`config.mk`:
```
export PLATFORM = sky130hd
export DESIGN_NAME = delay_config_controller
export DESIGN_NICKNAME = d
export VERILOG_FILES = /design/src/rtl/delay_config_controller.sv
export SDC_FILE = /design/constraint.sdc
export NUM_CORES = 1
export LEC_CHECK = 0
export CELL_PAD_IN_SITES_DETAIL_PLACEMENT = 1
export CELL_PAD_IN_SITES_GLOBAL_PLACEMENT = 1
export CORE_MARGIN = 4
export CORE_UTILIZATION = 37
export CTS_CLUSTER_DIAMETER = 80
export DETAILED_ROUTE_END_ITERATION = 6
export GPL_TIMING_DRIVEN = 0
export PLACE_DENSITY_LB_ADDON = 0.1
export SETUP_SLACK_MARGIN = 0.2
export SLEW_MARGIN = 20
export SYNTH_ARGS = -nofsm -noshare
export SYNTH_HDL_FRONTEND = slang
export SYNTH_SLANG_ARGS = --single-unit
```
`constraint.sdc`:
```
create_clock -name clk -period 1.8 [get_ports clk]
set_input_delay 0.36 -clock clk [delete_from_list [all_inputs] [get_ports clk]]
set_output_delay 0.36 -clock clk [all_outputs]
set_load 0.05 [all_outputs]
```
`src/rtl/delay_config_controller.sv`:
```
// delay_config_controller: serial MCU config of beamformer delay taps with frame-synchronous shadow-to-active commit
module delay_config_controller #(
  parameter int NUM_DELAYS  = 6,
  parameter int BUFFER_SIZE = 8,
  parameter int IDX_W       = $clog2(BUFFER_SIZE),
  parameter int SEL_W       = 3
) (
  input  logic                        clk,
  input  logic                        reset,
  input  logic                        ws,
  input  logic                        cfg_start,
  input  logic                        cfg_valid,
  input  logic                        cfg_bit,
  output logic [NUM_DELAYS*IDX_W-1:0] delay_flat,
  output logic                        cfg_ready,
  output logic                        commit_pending,
  output logic                        apply_pulse,
  output logic                        cfg_error
);
  localparam int W  = SEL_W + IDX_W;
  localparam int CW = $clog2(W + 1);
  localparam logic [1:0] IDLE = 2'd0, SHIFT = 2'd1, EXEC = 2'd2, WAIT_FRAME = 2'd3;
  localparam logic [SEL_W-1:0] SEL_COMMIT = {SEL_W{1'b1}};
  localparam logic [SEL_W-1:0] SEL_CLEAR  = SEL_COMMIT - 1'b1;

  logic [1:0]                  state_q, state_d;
  logic [CW-1:0]               cnt_q, cnt_d;
  logic [W-1:0]                sr_q, sr_d;
  logic [NUM_DELAYS*IDX_W-1:0] shadow_q, shadow_d, active_q, active_d;
  logic                        ws_q, pend_q, pend_d, apply_q, apply_d, err_q, err_d;
  logic [SEL_W-1:0]            sel;
  logic [IDX_W-1:0]            idx;
  logic                        fall;

  assign sel  = sr_q[W-1 -: SEL_W];
  assign idx  = sr_q[IDX_W-1:0];
  assign fall = ws_q & ~ws;

  // next-state: receive word, decode it for one cycle, or hold a commit until the ws falling edge
  always_comb begin
    state_d  = state_q;
    cnt_d    = cnt_q;
    sr_d     = sr_q;
    shadow_d = shadow_q;
    active_d = active_q;
    pend_d   = pend_q;
    apply_d  = 1'b0;
    err_d    = err_q;
    case (state_q)
      IDLE: if (cfg_start) begin
        state_d = SHIFT;
        cnt_d   = '0;
        sr_d    = '0;
      end
      SHIFT: if (cfg_start) begin
        cnt_d = '0;
        sr_d  = '0;
      end else if (cfg_valid) begin
        sr_d    = {sr_q[W-2:0], cfg_bit};
        cnt_d   = cnt_q + 1'b1;
        state_d = (cnt_q == CW'(W - 1)) ? EXEC : SHIFT;
      end
      EXEC: begin
        state_d = IDLE;
        if (sel == SEL_COMMIT) begin
          state_d = WAIT_FRAME;
          pend_d  = 1'b1;
        end else if (sel == SEL_CLEAR) shadow_d = '0;
        else if (32'(sel) < NUM_DELAYS) shadow_d[32'(sel)*IDX_W +: IDX_W] = idx;
        else err_d = 1'b1;
      end
      default: if (fall) begin
        active_d = shadow_q;
        pend_d   = 1'b0;
        apply_d  = 1'b1;
        state_d  = IDLE;
      end
    endcase
  end

  // state registers; reset discards any pending commit and zeroes both banks
  always_ff @(posedge clk) begin
    if (reset) begin
      state_q  <= IDLE;
      cnt_q    <= '0;
      sr_q     <= '0;
      shadow_q <= '0;
      active_q <= '0;
      ws_q     <= 1'b0;
      pend_q   <= 1'b0;
      apply_q  <= 1'b0;
      err_q    <= 1'b0;
    end else begin
      state_q  <= state_d;
      cnt_q    <= cnt_d;
      sr_q     <= sr_d;
      shadow_q <= shadow_d;
      active_q <= active_d;
      ws_q     <= ws;
      pend_q   <= pend_d;
      apply_q  <= apply_d;
      err_q    <= err_d;
    end
  end

  assign delay_flat     = active_q;
  assign cfg_ready      = state_q == IDLE;
  assign commit_pending = pend_q;
  assign apply_pulse    = apply_q;
  assign cfg_error      = err_q;
endmodule

```
==> impl_summary.md, run 1 <==
Timing
Clock skew on the completed layout was measured at 6.406 ps. Subtracting the final worst setup slack from the clock period gives 1672 ps. Hold timing on the final database bottoms out at a slack of 324.2 ps. Setup slack on the critical path of the routed design comes to 127.6 ps. The period utilization is between 90% and 100%. The hold violation total from the final report is 0. Setup violations remaining at the end of the flow were counted as 0. Setup repair after global routing could not meet its margin everywhere.

The number of pins with negative max-slew slack in the final report came to 0. The relative max-transition margin is 59.48%. Static timing analysis puts the maximum clock frequency at 0.5980 GHz.

At the pin with the least slew margin, the transition time is 607.8 ps.

Outcome
The flow ran to the end, and the final reports show no timing, DRC or antenna violations.

Job
The max-cap violation count is 0.

Drt
The count of nets left with antenna violations once routing finished came out at 0. The average detailed-routed wire length per instance is 15.52 um. The final routed DRC violation total is 0. Before antenna repair, the detailed router went through 4 iterations. The number of DRC markers in iteration 0 is slightly above 60. For this block, the routed nets add up to about 6.2 mm of wire.

The routed via count is 2060. The number of vias per cell after detailed routing is 5.137.

Floorplan
The effective utilization at floorplan is 38.76%. Pin placement for this block handled 28 I/O pins. In this run the horizontal extent of the chip is 87.23 um. The floorplan step defined a die boundary enclosing 7608 sq um. The region available for standard cell placement spans 5991 sq um. The die span in y is around 87 um. After floorplanning, the core was divided into 28 placement rows.

Logic synthesis
The sequential fraction of the synthesis area is 43.97%. The cell count after synthesis came out at 272. The total nets after synthesis is 289. The count of different cell masters after synthesis is 43.

The number of warning messages in the yosys log is 0. The mean area per synthesized cell is 8.538 sq um. After synthesis the cells add up to 2322 sq um.

The post-synthesis register bit count is about 50.

Clocking
CTS built an H-tree with a depth of 2. TritonCTS built the clock tree. The number of hold buffers added after CTS was 0. In this run the deepest clock path goes through 2 buffers. The sink count of the clock tree is 51. The clock transition at the registers of the reported paths is 90 ps. The clock root buffer is clkbuf_8. The clock insertion delay at the later pin of the skew report is roughly 310 ps.

The total CTS buffers is 5.

Layout
The number of fillers in the final layout is 717. At the end of the flow, the number of nets in the layout was about 340. Cells with a size suffix above 1 make up 26.69% of the layout. The library cells used most frequently in the layout, excluding fill and tap cells, are 52 x nand2_1, 47 x dfxtp_1, 30 x a21oi_1. The library cell used most frequently in the layout, excluding fill and tap cells, is nand2_1. The number of standard cells in the final layout excluding fillers is 401.

The number of diodes is 0. The area growth from synthesis to layout is 37.61%.

Critical path
The startpoint kind of the worst setup timing path is a flop. The required time of the worst setup path is 2000 ps. The highest fanout seen on the critical path is 3. For this run, the slowest stage of the critical path takes roughly 430 ps.

The category of the critical setup timing path is flop to flop. For the worst setup path, the data arrival time is 1870 ps. The worst setup path is captured at a flop. The signal on the critical path passes through inv_4, ha_4, nand2b_4, or4_4, buf_6, mux2i_1, nor2_1. For this design, the slowest cell found on the critical path is or4_4.

GRT
The largest net degree at the start of global routing is 16. The via count of the first global-routing pass is 2085. The number of antenna violations at the first check in global routing is 0.

The global-route wire length before repair is 10.15 mm. The overall overflow remaining after global route is 0. The overall track demand over capacity in global routing is 16.84%.

Placed design
Routability-driven placement finished with a final weighted congestion of 0.7671. The count of input and output buffers is 25. The detailed placer's ending HPWL is between 4 and 5 mm.

Once placement completed, the tool counted placed cells totaling 372. At the placement stage, the worst setup path has a slack of -163.2 ps.

Min path
The class of the tightest hold or removal check is input pin to flop.

Pwr
The design draws 2.371 mW. The leakage power is 1.272 nW. The largest voltage drop on the vdd net is 423.3 uV. For this design the ratio of total power to cell area is 741.9 nW/um^2.
## final timing paths
path	from	endpoint	slack (ps)	depth (start not counted)
setup / recovery	sr_q[4]$_SDFFE_PP0P_	shadow_q[2]$_SDFFE_PP0P_	130	7
hold / removal	cfg_start	cnt_q[0]$_SDFFE_PP0P_	320	2
setup reg to reg	sr_q[4]$_SDFFE_PP0P_	shadow_q[2]$_SDFFE_PP0P_	130	7
hold reg to reg	delay_flat[9]$_SDFFE_PP0P_	delay_flat[9]$_SDFFE_PP0P_	460	2
## worst max-delay path, delay by kind of cell (launching register included)
kind                       cells  cell delay (ps)
adders and majority gates      1              230
buffers and inverters          2              180
DFF                            1              390
muxes                          1              140
and+or+nand+nor                3              630
## flip-flops by register name, indices dropped and copies added (netlist names)
name            cells
apply_pulse         1
cfg_error           1
cnt_q               3
commit_pending      1
delay_flat         18
shadow_q           18
sr_q                6
state_q             2
ws_q                1
## routing by layer
layer  part of all wire, %  global-route usage (%)  vias to the layer above
met4                   1.6                   4.603                        0
met5                     0                       0                        -
met2                    48                   29.61                       34
met3                   3.3                   3.122                        8
li1                      -                       -                     1042
met1                    47                   21.01                      976
## cell usage after synthesis
cell,count,area share (%)
buf_4,2,0.65
nand3b_1,1,0.32
nand2b_1,5,1.3
o311ai_1,1,0.38
a22oi_1,6,1.9
a21oi_1,31,6.7
xnor2_1,2,0.75
nand2b_4,1,0.59
o21ai_0,7,1.5
buf_2,3,0.65
and2_1,5,1.3
or2_2,1,0.27
and4_1,1,0.38
a32o_1,6,2.6
a211oi_1,2,0.65
or2b_1,1,0.32
nor3_1,2,0.43
nor3b_1,2,0.65
a41oi_1,2,0.75
nor2b_1,6,1.6
mux2i_1,7,3.0
o211ai_1,1,0.32
or4_1,1,0.32
nor4_1,3,0.81
nand2_1,55,8.9
inv_1,5,0.81
nor4bb_1,1,0.43
o311a_1,1,0.43
o21a_4,1,0.65
o21ai_1,2,0.43
nor2_1,14,2.3
nand4b_1,1,0.38
buf_6,2,0.97
and3b_1,1,0.38
a311oi_1,1,0.38
buf_1,1,0.16
or4_4,1,0.48
a21boi_0,1,0.32
nand3_1,10,2.2
dfxtp_1,51,44
xor2_1,2,0.75
clkbuf_1,12,1.9
ha_1,11,5.9
## stage by stage
step | setup TNS (ps) | util, % | cell area [sq um]
2_1_floorplan | 0 | - | 2372
3_3_place_gp | -1693 | 45.34 | 2716
3_5_place_dp | -2116 | 45.34 | 2716
4_1_cts | 0 | 50.61 | 3032
5_1_grt | 0 | 53.34 | 3196
6_report | 0 | 53.34 | 3196
## cell type report
cell class	instances	area (sq um)	share of cell area, %
clock inverter	2	11.26	0.3524
timing repair buffer	46	386.6	12.10
clock buffer	6	72.57	2.271
inverter	5	26.28	0.8222
sequential	51	1036	32.42
multi-input combinational	196	1414	44.24
tap	75	93.84	2.937
buffer	20	155.1	4.855
## timing repair
action / 4_1_cts / 5_1_grt
resized for setup: 62 / 34
setup buffers: 15 / 6
pin swaps: 9 / 16
endpoints found under the setup margin: 62 / 43
## where the power goes
part / internal (mW) / switching [mW] / leakage (nW)
sequential: 1.15 / 0.0279 / 0.414
combinational: 0.260 / 0.279 / 0.813
clock: 0.274 / 0.384 / 0.0455
## kinds of logic (layout without fill, tap and decap cells)
kind of cell / Yosys count / after routing / synth area share [%]
adder cells (fa/ha/maj): 11 / 11 / 5.927
flip-flops: 51 / 51 / 43.97
AO/OA/AOI/OAI: 62 / 62 / 17.03
multiplexers: 7 / 7 / 3.017
XOR/XNOR: 4 / 4 / 1.509
AND/OR/NAND/NOR: 112 / 112 / 23.38
buffers and inverters: 25 / 79 / 5.172
(Power assumes the default switching activity.)
==> inputs of run 2 (changes only) <==
- GPL_TIMING_DRIVEN: 0 -> default
==> run 2 against run 1 <==
Combinational power decreased by 4.3%. Sequential share of layout area grew 1.0 points. Die area stayed put. Maximum frequency increased by 3.4%. First-iteration DRC count grew 18%. Core utilization down 1.6 points. Register-to-register slack better by 50 ps. Critical path depth down 1. Highest routed layer unchanged.
==> impl_summary.md, run 2 (same netlist as run 1, synthesis figures left out) <==
Outcome
The flow ran to the end, and the final reports show no timing, DRC or antenna violations.

Critical path
The element type at the critical path end is a flop. The worst setup path startpoint is sr_q[3]$_SDFFE_PP0P_. For the worst setup path, the data arrival time is 1820 ps. The required time of the worst setup path is 2000 ps. The endpoint identified for the worst register-to-register timing path is shadow_q[1]$_SDFFE_PP0P_. The category of the critical setup timing path is flop to flop.

The setup slack of the most critical reg-to-reg path is 180 ps. The worst register-to-register path begins at sr_q[3]$_SDFFE_PP0P_. The worst setup path is launched from a flop.

The depth of the worst register-to-register path is 6. Of all nets on the critical path, the largest fanout is 6. The end point of the critical path is shadow_q[1]$_SDFFE_PP0P_.

Clocking
The H-tree generated during clock tree synthesis spans 2 levels. The cts-stage hold buffer count is 0. TritonCTS created 5 clock buffers. The clock insertion delay at the later pin of the skew report is 300 ps. TritonCTS built the clock tree. The clock root buffer is clkbuf_8.

For this design, the sink count on the clock tree is 51. The deepest clock path buffer count is 2. After clock tree synthesis, the clock-pin slew on the worst setup and hold paths is 100 ps.

Floorplan
In this run the count of I/O pins placed on the die edge is 28. The width of the die is 87.23 um. The die span in y is ~87 um. The floorplan has 28 rows. The die covers 7608 sq um. Once the floorplan was initialized, standard cells occupied 38.76% of the core.

The core outline area is 5991 sq um.

Placed design
Detailed placement ended at an HPWL of 4.136 mm. The number of placed instances, taps included, is 375. The count of input and output buffers is 27. Timing analysis after detailed placement gives a worst setup slack of -47.72 ps. Summing all placed instances gives a cell area of approximately 2800 sq um. At the end of routability-driven placement, the weighted congestion stood at 0.8121.

Timing
The actual slew at the worst max-slew pin is 398.1 ps. The maximum clock rate is 0.6181 GHz. The worst path setup slack after routing is between 150 and 200 ps.

The period utilization is 89.87%. Setup repair after global routing could not meet its margin everywhere. The clock arrives with 7.665 ps of skew. The number of pins with negative max-slew slack in the final report is 0. The time the worst path needs with I/O delays and setup is 1618 ps. The hold violation total from the final report is 0. Setup violations remaining at the end of the flow were counted as 0.

Headroom to the max-slew limit came out at 73.42%. Hold timing on the final database bottoms out at a slack of 449.8 ps.

Drt
The average detailed-routed wire length per instance is 15.12 um. In the routed layout, each cell is associated on average with a via count of 5.112. The routed via count is 2014. The routed design has between 5 and 6 mm of wire.

The final routed DRC violation total is 0. The first detailed-routing pass ran for 6 iterations. The number of DRC markers in iteration 0 is 72.

Once detail routing completed, the nets flagged for antenna violations numbered 0.

Layout
The number of fillers in the final layout is around 710. The share of the core filled with cells in the final layout is 51.73%. The commonest non-fill, non-tap cell in the layout is nand2_1. After routing the design area is about 3100 sq um. The final net count is 335. The share of layout cells above drive strength 1 is a little under a third. The number of diodes is 0. The number of standard cells in the final layout excluding fillers is 394. From synthesis to final layout, the design area changed by 33.46%. The top cell types in the final layout, fill and taps aside, are 55 x nand2_1, 48 x buf_4, 46 x dfxtp_1.

Pwr
Summed over all cells, the static leakage comes to 1.172 nW. The power per cell area is around 800 nW/um^2. IR analysis of the VDD net gives a maximum drop of 590.0 uV.

GRT
For this run the aggregate overflow at the end of global routing stands at 0. The overall track demand over capacity in global routing is 16.27%. The global-route wire length before repair is 9.984 mm. The number of antenna violations at the first check in global routing is 0. Entering global routing, the biggest net connects 25 pins. The via count of the first global-routing pass is around 2.1k.

Job
The max-cap violation count is 0.

Min path
The class of the tightest hold or removal check is flop to flop.
run 2: final cells by class:
type / count / area, sq um / share of cell area, %
Multi-Input combinational cell: 196 / 1319 / 42.55
Sequential cell: 51 / 1037 / 33.47
Timing Repair Buffer: 59 / 513.0 / 16.55
Tap cell: 75 / 93.84 / 3.028
Clock buffer: 5 / 68.82 / 2.220
Clock inverter: 3 / 43.79 / 1.413
Inverter: 5 / 23.77 / 0.7671
run 2: timing repair:
action | in CTS | in global routing
buffers inserted | 8 | 3
resized for setup | 14 | 18
endpoints found under the hold margin | 0 | 0
pin swaps | 1 | 6
setup endpoints to repair | 24 | 25
run 2: metrics by stage:
| step | setup TNS, ps | power (mW) |
|---|---|---|
| 6_report | 0 | 2.489 |
| 3_5_place_dp | -47.72 | 1.645 |
| 5_1_grt | 0 | 2.599 |
| 2_1_floorplan | 0 | 1.478 |
| 3_3_place_gp | -17.61 | 1.643 |
| 4_1_cts | 0 | 2.497 |
run 2: power breakdown:
part | internal [mW] | switching, mW | total [mW]
logic | 0.258 | 0.258 | 0.516
registers | 1.15 | 0.0225 | 1.17
clock network | 0.415 | 0.391 | 0.805
run 2: layer usage:
metal  vias up  global-route usage (%)  wire (um)
met5         -                       0          0
li1       1034                       -          -
met2        26                   30.23       3011
met1       952                   19.91       2737
met3         2                   2.176        180
met4         0                   3.347         29
run 2: worst max-delay path, cell delays in order, from the launching register on:
cell and delay (ps):
dfxtp_4 400, inv_4 50, ha_4 240, nand2b_4 140, or4_4 460, mux2i_1 180
nor2_1 50
run 2: how the worst min path moves through the flow:
stage / from / end / depth (start not counted)
floorplan: shadow_q[0]$_SDFFE_PP0P_ / delay_flat[0]$_SDFFE_PP0P_ / 2
global placement: shadow_q[13]$_SDFFE_PP0P_ / delay_flat[13]$_SDFFE_PP0P_ / 2
detailed placement: shadow_q[1]$_SDFFE_PP0P_ / delay_flat[1]$_SDFFE_PP0P_ / 2
CTS: shadow_q[1]$_SDFFE_PP0P_ / delay_flat[1]$_SDFFE_PP0P_ / 2
global route: shadow_q[11]$_SDFFE_PP0P_ / delay_flat[11]$_SDFFE_PP0P_ / 2
finish: shadow_q[1]$_SDFFE_PP0P_ / delay_flat[1]$_SDFFE_PP0P_ / 2
